<file path="src/rtl/sub_pkg.sv">
// -----------------------------------------------------------------------------
// sub_pkg
// Shared definitions for the bit-serial subtractor:
//   - sub_state_t : FSM state encoding (IDLE, SHIFT, DONE)
//   - cnt_width() : width of the bit-position counter for a given operand width
// -----------------------------------------------------------------------------
package sub_pkg;

    typedef enum logic [1:0] {
        IDLE  = 2'd0,
        SHIFT = 2'd1,
        DONE  = 2'd2
    } sub_state_t;

    // Counter must hold values 0 .. w-1.
    // The result is clamped to at least 1 so that the counter is never zero-width.
    function automatic int cnt_width(input int w);
        return (w < 2) ? 1 : $clog2(w);
    endfunction

endpackage

</file>
<file path="src/rtl/full_sub_bit.sv">
// -----------------------------------------------------------------------------
// full_sub_bit
// One-bit full subtractor cell, purely combinational: computes x - y - bi.
// Ports:
//   x  : minuend bit
//   y  : subtrahend bit
//   bi : borrow in
//   d  : difference bit
//   bo : borrow out
// -----------------------------------------------------------------------------
module full_sub_bit (
    input  logic x,
    input  logic y,
    input  logic bi,
    output logic d,
    output logic bo
);

    assign d  = x ^ y ^ bi;
    // A borrow is needed when y > x, or when x == y and a borrow arrives.
    assign bo = (~x & y) | (~(x ^ y) & bi);

endmodule

</file>
<file path="src/rtl/serial_subtractor.sv">
// -----------------------------------------------------------------------------
// serial_subtractor
// Bit-serial subtractor: diff = a - b - bin, one bit per clock, LSB first,
// using a single full_sub_bit cell.
//
// Handshake: start is only looked at in IDLE. On an accepted start, the
// operands are captured and busy rises on the next cycle for exactly WIDTH
// cycles. done then pulses for one cycle. diff/bout are registered and only
// update on the SHIFT->DONE edge, so they hold the previous result during a
// new operation and never show partial values.
//
// Ports:
//   clk   : rising-edge clock
//   rst_n : asynchronous active-low reset
//   start : operation request (sampled in IDLE only)
//   a, b  : minuend / subtrahend, captured on accepted start
//   bin   : borrow in, captured on accepted start
//   busy  : high while in SHIFT
//   done  : one-cycle pulse when the result becomes valid
//   diff  : a - b - bin mod 2^WIDTH
//   bout  : borrow out of bit WIDTH-1 (1 iff a < b + bin)
// -----------------------------------------------------------------------------
module serial_subtractor
    import sub_pkg::*;
#(
    parameter int WIDTH = 4
) (
    input  logic             clk,
    input  logic             rst_n,
    input  logic             start,
    input  logic [WIDTH-1:0] a,
    input  logic [WIDTH-1:0] b,
    input  logic             bin,
    output logic             busy,
    output logic             done,
    output logic [WIDTH-1:0] diff,
    output logic             bout
);

    localparam int CW = cnt_width(WIDTH);
    localparam logic [CW-1:0] LAST = CW'(WIDTH - 1);

    sub_state_t       state, state_next;
    logic [WIDTH-1:0] a_sr;
    logic [WIDTH-1:0] b_sr;
    logic [WIDTH-1:0] d_sr;
    logic             br;
    logic [CW-1:0]    cnt;

    logic             cell_d;
    logic             cell_bo;
    logic [WIDTH-1:0] d_sr_next;

    // The operand registers shift right, so bit i of the original operand is
    // always at position 0 when counter == i.
    full_sub_bit u_cell (
        .x  (a_sr[0]),
        .y  (b_sr[0]),
        .bi (br),
        .d  (cell_d),
        .bo (cell_bo)
    );

    // New difference bit enters from the MSB end; after WIDTH shifts the LSB
    // result has walked down to bit 0.
    assign d_sr_next = {cell_d, d_sr[WIDTH-1:1]};

    // ---------------- FSM: state register ----------------
    always_ff @(posedge clk or negedge rst_n) begin
        if (!rst_n) begin
            state <= IDLE;
        end else begin
            state <= state_next;
        end
    end

    // ---------------- FSM: next state / decoded outputs ----------------
    always_comb begin
        state_next = state;
        busy       = 1'b0;
        done       = 1'b0;
        case (state)
            IDLE: begin
                if (start) begin
                    state_next = SHIFT;
                end
            end
            SHIFT: begin
                busy = 1'b1;
                if (cnt == LAST) begin
                    state_next = DONE;
                end
            end
            DONE: begin
                done       = 1'b1;
                state_next = IDLE;
            end
            default: begin
                state_next = IDLE;
            end
        endcase
    end

    // ---------------- Datapath ----------------
    always_ff @(posedge clk or negedge rst_n) begin
        if (!rst_n) begin
            a_sr <= '0;
            b_sr <= '0;
            d_sr <= '0;
            br   <= 1'b0;
            cnt  <= '0;
            diff <= '0;
            bout <= 1'b0;
        end else begin
            case (state)
                IDLE: begin
                    if (start) begin
                        a_sr <= a;
                        b_sr <= b;
                        br   <= bin;
                        cnt  <= '0;
                    end
                end
                SHIFT: begin
                    a_sr <= a_sr >> 1;
                    b_sr <= b_sr >> 1;
                    d_sr <= d_sr_next;
                    br   <= cell_bo;
                    cnt  <= cnt + CW'(1);
                    // Last bit: publish the complete result on the same edge.
                    if (cnt == LAST) begin
                        diff <= d_sr_next;
                        bout <= cell_bo;
                    end
                end
                default: begin
                end
            endcase
        end
    end

endmodule

</file>
<file path="config.mk">
export PLATFORM = sky130hd
export DESIGN_NAME = serial_subtractor
export DESIGN_NICKNAME = d
export VERILOG_FILES = /design/src/rtl/sub_pkg.sv /design/src/rtl/full_sub_bit.sv /design/src/rtl/serial_subtractor.sv
export SDC_FILE = /design/constraint.sdc
export NUM_CORES = 1
export LEC_CHECK = 0
export BUFFER_PORTS_ARGS = -buffer_cell sky130_fd_sc_hd__buf_2
export CORE_UTILIZATION = 40
export DETAILED_ROUTE_END_ITERATION = 8
export GPL_TIMING_DRIVEN = 0
export RECOVER_POWER = 25
export REMOVE_ABC_BUFFERS = 1
export SYNTH_ARGS = -nofsm -noshare
export SYNTH_HDL_FRONTEND = slang
export SYNTH_SLANG_ARGS = --single-unit
</file>
<file path="constraint.sdc">
create_clock -name clk -period 1.55 [get_ports clk]
set_input_delay 0.31 -clock clk [delete_from_list [all_inputs] [get_ports clk]]
set_output_delay 0.31 -clock clk [all_outputs]
set_load 0.02 [all_outputs]
</file>
[Word-level counts from Yosys, hierarchy flattened]
Cells that the tools add are included.
Storage, ports and cells
  flip-flop bits (word level): 22
  latch bits: 0
  bits in writable memories: 0
  bits in read-only memories: 0
  bits of input ports: 12
  output and inout bits: 7
  word-level logic and storage cells: 39
  memories: 0
Cells by class
  $add $sub $neg: 1
  multiply operators: 0
  divide/modulo/power cells: 0
  $lt $le $gt $ge: 0
  equality and inequality tests: 5
  shift operators: 0
  muxes and demuxes: 13
  bitwise operators: 7
  reduce and logical (&&, ||, !) cells: 5
Operators by type and width (number)
  4-bit one-hot mux with 2 select lines: 2
  4-bit two-way mux: 2
  2-bit one-hot mux with 2 select lines: 2
  2-bit two-way mux: 3
  2-bit AND reduction: 3
  2-bit == test (second input constant): 2
  2-bit inequality test (second input constant): 2
  1-bit two-way mux: 3
  2-bit by 1-bit adder with 2-bit output (second input constant): 1
  1-bit bitwise AND: 2
  2-bit by 1-bit == test with 1-bit output (second input constant): 1
  2-bit zero test: 1
  1-bit NOT: 2
  1-bit one-hot mux with 2 select lines: 1
  2-bit nonzero test: 1
  1-bit XOR: 2
  1-bit bitwise OR: 1

[Longest topological paths before layout]
Gate-level depths: netlist (run 1).
  depth after elaboration: 5
  depth in mapped cells: 4

[Cells and area by module]
From an unflattened synthesis (run 1), not the netlist that was laid out.
Second synthesis, totals
  cells, all modules: 88
  area, all modules: 972.2 um^2
Modules (own cells, without submodules)
  serial_subtractor: instances 1, cells an instance 84, area each 940.9 um^2
  full_sub_bit: instances 1, cells an instance 4, area each 31.3 um^2

[Worst setup path after synthesis (run 1)]
Ideal clock, no wire load.
  kind: reg-to-reg
  from: register b_sr[0]
  to: register diff[3]
  setup time: 0.125 ns
  arrival time: 1.128 ns
  data required time: 1.425 ns
  path slack: 0.297 ns
  stages on the path, launching flop included: 4
  buffers on the path: 0
  clock period less this slack: 1.253 ns
  cell sequence: dfrtp_1 inv_1 fa_1 mux2_2
Between the ends
  cells in the longest elaborated chain, start to end: 2
Ends and longest elaborated chain
  start, declared: RTL line serial_subtractor.sv:45  | logic [WIDTH-1:0] b_sr;
  start signal, assigned: RTL line serial_subtractor.sv:126  | b_sr <= b_sr >> 1;
  1-bit XOR (2 in series): RTL line full_sub_bit.sv:19  | assign d = x ^ y ^ bi;
  via cell_d: RTL line serial_subtractor.sv:50  | logic cell_d;
  end signal, assigned: RTL line serial_subtractor.sv:132  | diff <= d_sr_next;
  end, declared: RTL line serial_subtractor.sv:36  | output logic [WIDTH-1:0] diff,
The timed path passes the listed nets, and every way through them passes these cells.
A chain may end at the register's enable or synchronous reset.

[Worst setup path after layout (run 1)]
  from: register state[0]
  to: output done
Between the ends
  cells in the longest elaborated chain, start to end: 2
Ends and longest elaborated chain
  start, declared: RTL line serial_subtractor.sv:43  | sub_state_t state, state_next;
  start signal, assigned: RTL line serial_subtractor.sv:73  | state <= state_next;
  2-bit == test: RTL line serial_subtractor.sv:82  | case (state)
  1-bit two-way mux: RTL line serial_subtractor.sv:82
  end, declared: RTL line serial_subtractor.sv:35  | output logic done,
Every way passes these cells.

==> impl_metrics.ini, run 1 <==
[floorplan]
floorplan.initialDensity_pct = 42.3
io_pins = 19
die_h_um = 50.3
rows = 17
die_w_um = 50.3
dieArea_um2 = 2530
core_um2 = 2210

[clock_tree]
numCtsBuffers = 3
clk_pin_slew_ns = 0.12
clockBufferDepth = 2
insertion_delay_ns = 0.30
h-tree-depth = 1
cts_tree = yes
numClockSinks = 21
clock-root-buffer = clkbuf_4

[finish]
drive_gt1_share_pct = 34.2
mostFrequentLayoutCells = dfrtp_1, buf_2, nand2_1
final_area_um2 = 1120
mostFrequentLayoutCell = dfrtp_1
area_growth_pct = 19.9
diodes = 0
fin_nets = 126

[timing]
grt_setup_unrepaired = false
drv_slew = 0
period_share_pct = 95.7
slew-limit-headroom_pct = 65.8
min_period_ns = 1.48
worst_pin_slew_ns = 0.514
hold_violations = 0
fmax_mhz = 674
holdWs_ns = 0.229
setup_viol = 0
worst_clock_skew_ns = 0.00198

[power]
internal_power_mw = 1.39
p_per_area_nw_per_um2 = 2090
switching_share_pct = 40.5
p_leak_nw = 0.542
pwr-share-clk_pct = 11.4
comb_power_share_pct = 47.1
seqPwrFrac_pct = 41.6
p_total_mw = 2.34
vdd_drop_max_mv = 0.836
switching_power_mw = 0.947

[routing]
route.detailed.drc = 0
postRouteWirelength_mm = 1.78
via_count = 696
drt-pass1-iter-count = 2
first_iter_violations = 3
viasPerCell = 5.01
ant_nets = 0
wl_per_cell_um = 12.8

[worst_setup_path]
path_class = reg2out
end_kind = primary output
worstPathArrival_ns = 1.17
crit_fanout = 8
worstSetupStartpointType = flip-flop
required_ns = 1.24

[logic_synthesis]
synthDistinctLibCells = 22
yosysWarnings = 0
async_reset_ff_share_pct = 100
ys.flop_type = dfrtp_1
syn_inst = 87
syn_avg_cell_area_um2 = 10.7
ys_seq_area_share_pct = 56.2
synth-seq-cells = 21
syn_area_um2 = 935
synth_edf_count = 0

[grt]
antenna_found_initial = 0
grt_max_degree = 22
grt_pass1_wl_mm = 3.06
grtUsageTotal_pct = 16.3
grt_pass1_vias = 697
overflow = 0

[status]
status = finished, final reports clean

[placement]
gp_congestion = 0.725
dp_hpwl_mm = 1.21
port_buffers = 18
placed_cell_area_um2 = 1030

[worst_hold_path]
hp-class = in2reg

[run]
max_cap_violations = 0
-- per-stage QoR --
stage | setup WS (ns) | cells | setup TNS [ns] | utilization (%)
after floorplan | 0.189 | 83 | 0 | -
after global placement | -0.235 | 129 | -0.235 | 46.6
after detailed placement | -0.246 | 129 | -0.251 | 46.6
after CTS | 0.0501 | 139 | 0 | 50.6
after global routing | 0.0230 | 139 | 0 | 50.7
final | 0.0662 | 139 | 0 | 50.7
-- Yosys cell counts, types with 2 or more instances --
library cell / number / area [um2]
nand2b_1: 2 / 12.5
inv_1: 5 / 18.8
nor2_1: 8 / 30.0
mux2_2: 4 / 45.0
nand2_1: 14 / 52.6
dfrtp_1: 21 / 526
o32ai_1: 6 / 52.6
o21ai_0: 8 / 40.0
o22ai_1: 5 / 31.3
buf_2: 2 / 10.0
-- registers in the layout, indices dropped and copies added (netlist names) --
| name | count |
|---|---|
| a_sr | 4 |
| b_sr | 4 |
| diff | 4 |
| d_sr | 3 |
| cnt | 2 |
| state | 2 |
| bout | 1 |
| br | 1 |
-- final timing paths --
kind                                         to  slack, ns  cells after the start                 start
setup reg to reg            diff[3]$_DFFE_PN0P_       0.12                      4  state[0]$_DFFE_PN0P_
setup / recovery                           done       0.07                      3  state[0]$_DFFE_PN0P_
min in group asynchronous   diff[3]$_DFFE_PN0P_       0.49                      2                 rst_n
max in group asynchronous  state[1]$_DFFE_PN0P_       0.69                      2                 rst_n
hold / removal              b_sr[3]$_DFFE_PN0P_       0.23                      3                  b[3]
hold reg to reg             d_sr[1]$_DFFE_PN0P_       0.49                      2   d_sr[1]$_DFFE_PN0P_
-- cell type report --
class / count / area, um2
Clock buffer: 3 / 22.5
Clock inverter: 1 / 5.00
Fill cell: 226 / 1090
Inverter: 5 / 21.3
Multi-Input combinational cell: 57 / 372
Sequential cell: 21 / 528
Tap cell: 28 / 35.0
Timing Repair Buffer: 24 / 138
-- power groups by stage --
stage / Combinational [mW] / Sequential, mW / Clock (mW)
CTS: 1.12 / 0.972 / 0.279
global placement: 0.914 / 1.02 / 0
floorplan: 0.620 / 1.06 / 0
detailed placement: 0.937 / 1.03 / 0
finish: 1.10 / 0.973 / 0.266
global route: 1.25 / 1.01 / 0.291
-- per-layer routing --
metal | routed length [um] | track usage, %
met5 | 0 | 0
met4 | 10 | 8.33
met3 | 46 | 2.73
met2 | 819 | 25.1
met1 | 908 | 22.2
-- kinds of logic (layout without fill, tap and decap cells) --
family / after synthesis / in the layout / share of synthesized area, %
compound gates: 22 / 22 / 16.2
fa+ha+maj: 2 / 2 / 3.48
buf+inv: 9 / 33 / 5.09
flops: 21 / 21 / 56.2
mux: 4 / 4 / 4.82
simple gates: 29 / 29 / 14.2
-- worst max-delay path, stage by stage (launching register included) --
cell and delay, ns:
dfrtp_2 0.45, buf_4 0.17, nor2_1 0.09, buf_2 0.16
-- repair_timing --
item / in CTS / in global routing
resized for setup: 6 / 1
buffers inserted: 5 / 0
hold buffers: 1 / 0
setup endpoints to repair: 3 / 3
endpoints found under the hold margin: 21 / 0
Power figures use the tool's default switching activity.
==> inputs of run 2 (changes only) <==
--- a/config.mk
+++ b/config.mk
@@ -7,6 +7,7 @@
 export LEC_CHECK = 0
 export BUFFER_PORTS_ARGS = -buffer_cell sky130_fd_sc_hd__buf_2
 export CORE_UTILIZATION = 40
+export CTS_BUF_LIST = sky130_fd_sc_hd__clkbuf_8
 export DETAILED_ROUTE_END_ITERATION = 8
 export GPL_TIMING_DRIVEN = 0
 export RECOVER_POWER = 25
==> run 2 against run 1 <==
  * Register-to-register slack improved by 0.09 ns
  * Critical path type unchanged
  * Clock power rose by 34%
  * Maximum frequency barely moved
  * Combinational power fell by 4%
  * Global-route usage rose by 0.32 points
  * Via count rose by 2.0%
  * Sequential share of layout area rose by 0.11 points
  * Largest power group unchanged
  * Worst hold slack improved by 0.0037 ns
  * Flip-flop and latch count did not move
  * Utilization fell by 0.11 points
==> impl_metrics.ini, run 2 (synthesized netlist as in run 1, its figures left out) <==
[status]
status = finished, final reports clean

[timing]
hold_violations = 0
grt_setup_unrepaired = false
drv_slew = 0
slew-limit-headroom_pct = 26.3
period_share_pct = 95.7
setup_viol = 0
worst_clock_skew_ns = 0.00159
min_period_ns = 1.48
setup_slack_ns = 0.0660
worst_pin_slew_ns = 1.11
fmax_mhz = 674

[worst_setup_path]
worstPathArrival_ns = 1.17
required_ns = 1.24
r2r_cells = 3
rrSetupSlack_ns = 0.21
timing.rr.start = state[1]$_DFFE_PN0P_
end_kind = primary output
worstSetupStartpointType = flip-flop
crit_fanout = 11
path_class = reg2out
worstReg2RegEnd = diff[3]$_DFFE_PN0P_

[routing]
postRouteWirelength_mm = 1.77
route.detailed.drc = 0
wl_per_cell_um = 12.9
drt-pass1-iter-count = 3
first_iter_violations = 5
viasPerCell = 5.18
via_count = 710
ant_nets = 0

[floorplan]
die_h_um = 50.3
io_pins = 19
dieArea_um2 = 2530
floorplan.initialDensity_pct = 42.3
rows = 17
core_um2 = 2210
die_w_um = 50.3

[clock_tree]
ctsHoldBuffers = 0
clock-root-buffer = clkbuf_8
insertion_delay_ns = 0.26
clockBufferDepth = 2
numClockSinks = 21
numCtsBuffers = 3
clk_pin_slew_ns = 0.08
cts_tree = yes
h-tree-depth = 1

[grt]
grt_pass1_wl_mm = 3.06
grtUsageTotal_pct = 16.7
grt_pass1_vias = 678
grt_max_degree = 22
antenna_found_initial = 0
overflow = 0

[power]
internal_power_mw = 1.45
switching_share_pct = 39.5
seqPwrFrac_pct = 40.7
pwr-share-clk_pct = 14.9
comb_power_share_pct = 44.4
switching_power_mw = 0.946
vdd_drop_max_mv = 0.841
p_per_area_nw_per_um2 = 2140
p_leak_nw = 0.536

[finish]
drive_gt1_share_pct = 32.1
mostFrequentLayoutCell = dfrtp_1
mostFrequentLayoutCells = dfrtp_1, buf_2, nand2_1
stdcell_count = 137
area_growth_pct = 19.7
fin_nets = 124
diodes = 0
final_area_um2 = 1120
top_regs = a_sr (4), b_sr (4), diff (4)

[placement]
place_inst = 129
gp_congestion = 0.725
dp_hpwl_mm = 1.21
placed_cell_area_um2 = 1030
pre_cts_slack_ns = -0.246
port_buffers = 18

[run]
max_cap_violations = 0

[worst_hold_path]
hp-class = in2async
-- run 2: worst max path at each step --
stage / start / endpoint / slack, ns / cells after the start
floorplan: state[0]$_DFFE_PN0P_ / busy / 0.19 / 2
global placement: state[0]$_DFFE_PN0P_ / busy / -0.23 / 3
detailed placement: state[0]$_DFFE_PN0P_ / busy / -0.25 / 3
CTS: state[1]$_DFFE_PN0P_ / busy / 0.01 / 3
global route: state[1]$_DFFE_PN0P_ / busy / 0.01 / 3
finish: state[1]$_DFFE_PN0P_ / busy / 0.07 / 3
-- run 2: layout make-up --
cell class / count / area, um2
fill: 227 / 1090
clock inverter: 1 / 5.00
clock buffer: 3 / 41.3
timing repair buffer: 22 / 119
sequential: 21 / 528
inverter: 5 / 21.3
tap: 28 / 35.0
multi-input combinational: 57 / 369
-- run 2: what timing repair did --
action,4_1_cts,5_1_grt
buffers inserted,4,0
pin swaps,0,0
setup endpoints to repair,3,1
endpoints found under the hold margin,0,0
resized for setup,5,1
-- run 2: power groups by stage --
stage	logic [mW]	registers, mW	clock network [mW]
detailed placement	0.937	1.03	0
global placement	0.914	1.02	0
CTS	1.08	0.974	0.371
global route	1.21	1.01	0.386
finish	1.06	0.976	0.357
floorplan	0.620	1.06	0
-- run 2: layer usage --
layer	share of wire, %	track usage (%)
met3	2.7	3.64
met4	1.9	9.72
met1	51	22.4
met5	0	0
met2	44	24.7
-- run 2: worst max-delay path, stage by stage (launching register included) --
cell and delay [ns]:
dfrtp_2 0.43, nand2b_4 0.21, inv_4 0.11, buf_2 0.16
-- run 2: metrics by stage --
step / power [mW] / TNS [ns] / utilization (%) / hold slack, ns
global placement: 1.94 / -0.235 / 46.6 / 0.292
CTS: 2.42 / 0 / 50.5 / 0.00616
detailed placement: 1.97 / -0.251 / 46.6 / 0.291
global route: 2.61 / 0 / 50.6 / 0.315
finish: 2.40 / 0 / 50.6 / 0.233
floorplan: 1.68 / 0 / - / 0.0144
==> inputs of run 3 (changes only) <==
--- a/config.mk
+++ b/config.mk
@@ -6,6 +6,7 @@
 export NUM_CORES = 1
 export LEC_CHECK = 0
 export BUFFER_PORTS_ARGS = -buffer_cell sky130_fd_sc_hd__buf_2
+export CORE_ASPECT_RATIO = 1.4
 export CORE_UTILIZATION = 40
 export CTS_BUF_LIST = sky130_fd_sc_hd__clkbuf_8
 export DETAILED_ROUTE_END_ITERATION = 8
@@ -14,4 +15,5 @@
 export REMOVE_ABC_BUFFERS = 1
 export SYNTH_ARGS = -nofsm -noshare
 export SYNTH_HDL_FRONTEND = slang
+export SYNTH_HIERARCHICAL = 1
 export SYNTH_SLANG_ARGS = --single-unit
==> run 3 against run 2 <==
  * The run now ends with design-rule violations left
  * Cell count decreased by 5.1%
  * Setup slack improved by 0.013 ns
  * Critical path depth unchanged
  * Wire length increased by 2.8%
  * Clock skew about the same
  * Largest cell class unchanged
==> impl_metrics.ini, run 3 <==
[worst_setup_path]
required_ns = 1.24
worstReg2RegEnd = diff[3]$_DFFE_PN0P_
end_kind = primary output
crit_fanout = 10
timing.critical_path.from = state[1]$_DFFE_PN0P_
worstSetupStartpointType = flip-flop
endpoint = busy
rrSetupSlack_ns = 0.22
worstPathArrival_ns = 1.16
path_class = reg2out
r2r_cells = 3
timing.rr.start = b_sr[0]$_DFFE_PN0P_

[placement]
port_buffers = 18
gp_congestion = 0.719
dp_hpwl_mm = 1.32
pre_cts_slack_ns = 0.0613
place_inst = 125

[clock_tree]
insertion_delay_ns = 0.25
clock-root-buffer = clkbuf_8
numCtsBuffers = 3
h-tree-depth = 1
numClockSinks = 21
ctsHoldBuffers = 0
cts_tree = yes
clockBufferDepth = 2
clk_pin_slew_ns = 0.07

[timing]
worst_pin_slew_ns = 1.09
min_period_ns = 1.47
setup_viol = 0
grt_setup_unrepaired = false
fmax_mhz = 680
slew-limit-headroom_pct = 27.5
setup_tns_ns = 0
hold_violations = 0
worst_clock_skew_ns = 0.00201
period_share_pct = 94.9
setup_slack_ns = 0.0789
drv_slew = 0

[logic_synthesis]
async_reset_ff_share_pct = 100
synth_area_leader_cell = dfrtp_1
synth_top_cell_area_share_pct = 54.1
ys_seq_area_share_pct = 54.1
ys_top_cells_by_count = dfrtp_1, nand2_1, nor2_1
synth-seq-cells = 21
ys.flop_type = dfrtp_1
synthDistinctLibCells = 22
synth_most_common_cell = dfrtp_1
synth_edf_count = 0
yosys-top-cells-area = dfrtp_1, mux2_4, nand2_1
syn_avg_cell_area_um2 = 11.0
syn_inst = 88
yosysWarnings = 6
syn_area_um2 = 972

[routing]
ant_nets = 0
via_count = 710
postRouteWirelength_mm = 1.82
wl_per_cell_um = 14.0
drt-pass1-iter-count = 6
viasPerCell = 5.46
first_iter_violations = 14
route.detailed.drc = 1

[floorplan]
floorplan.initialDensity_pct = 43.7
io_pins = 19
die_h_um = 60.3
dieArea_um2 = 2630
die_w_um = 43.7
rows = 20
core_um2 = 2230

[finish]
drive_gt1_share_pct = 31.5
utilization_pct = 50.4
area_growth_pct = 15.4
fillCellCount = 213
stdcell_count = 130
top_regs = a_sr (4), b_sr (4), diff (4)
diodes = 0
mostFrequentLayoutCells = dfrtp_1, buf_2, nand2_1
fin_nets = 123
regArea_um2 = 528
mostFrequentLayoutCell = dfrtp_1
multi_input_area_um2 = 394

[worst_hold_path]
hp-class = in2async

[grt]
grt_pass1_wl_mm = 3.11
grt_pass1_vias = 692
grt_max_degree = 22
antenna_found_initial = 0
overflow = 0
grtUsageTotal_pct = 16.3

[status]
status = finished with violations
failed_checks = design-rule violations

[power]
p_per_area_nw_per_um2 = 2240
vdd_drop_max_mv = 0.876
p_leak_nw = 0.567

[run]
max_cap_violations = 0
==> run 3: cell types whose count changed in the layout (fill, tap and decap cells not counted), moves of 2 or more <==
cell      previous run  this run
mux2_4               0         5
nand3b_1             0         2
nor2_1               8        11
buf_4                4         1
mux2_2               4         0
o221a_2              0         2
inv_1                4         7
o21ai_0              8         5
==> run 3: metal layers <==
metal  vias to the layer above  share of wire [%]  GRT usage, %
met5                         -                  0             0
met4                         0                1.2          9.38
met3                         2                2.5          2.68
met2                        13                 53          26.7
met1                       349                 43          20.4
li1                        346                  -             -
==> run 3: per-stage QoR <==
step	cell area, um2	power [mW]	hold WS (ns)
after floorplan	951	1.85	0.0144
after global placement	1070	2.12	0.291
after CTS	1120	2.55	0.0118
final	1120	2.51	0.237
after detailed placement	1070	2.17	0.289
after global routing	1120	2.75	0.327
==> run 3: cell families (layout without fill, tap and decap cells) <==
kind of cell / count (synthesis) / count (layout) / synth area share, %
buffers and inverters: 10 / 30 / 5.41
adders and majority gates: 2 / 2 / 3.35
and+or+nand+nor: 31 / 31 / 15.3
muxes: 6 / 6 / 8.75
AOI/OAI and AO/OA: 18 / 18 / 13.1
DFF: 21 / 21 / 54.1
==> run 3: layout make-up <==
type                    count  area share [%]
repair buffers             19            8.58
multi-input cells          57            35.1
inverters                   7            2.79
clock inverters             1           0.334
well taps                  22            2.45
flip-flops and latches     21            47.0
clock buffers               3            3.68
==> run 3: critical path, stage by stage (launching register included) <==
cell and delay (ns):
dfrtp_2 0.47, nand2b_4 0.19, inv_6 0.09, buf_2 0.16
==> run 3: worst min path at each step <==
stage                                to  cells past startpoint
global route        a_sr[2]$_DFFE_PN0P_                      1
CTS                 diff[1]$_DFFE_PN0P_                      1
floorplan           a_sr[0]$_DFFE_PN0P_                      0
global placement    diff[1]$_DFFE_PN0P_                      1
finish              diff[1]$_DFFE_PN0P_                      1
detailed placement  diff[1]$_DFFE_PN0P_                      1
==> run 3: report_power, final <==
part	internal (mW)	switching, mW	total [mW]
Clock	0.176	0.163	0.339
Sequential	0.820	0.232	1.05
Combinational	0.523	0.599	1.12
Total	1.52	0.993	2.51
==> run 3: what timing repair did <==
| action | 4_1_cts | 5_1_grt |
|---|---|---|
| gates resized for setup | 2 | 0 |
| setup endpoints to repair | 1 | 0 |
| buffers inserted | 1 | 0 |
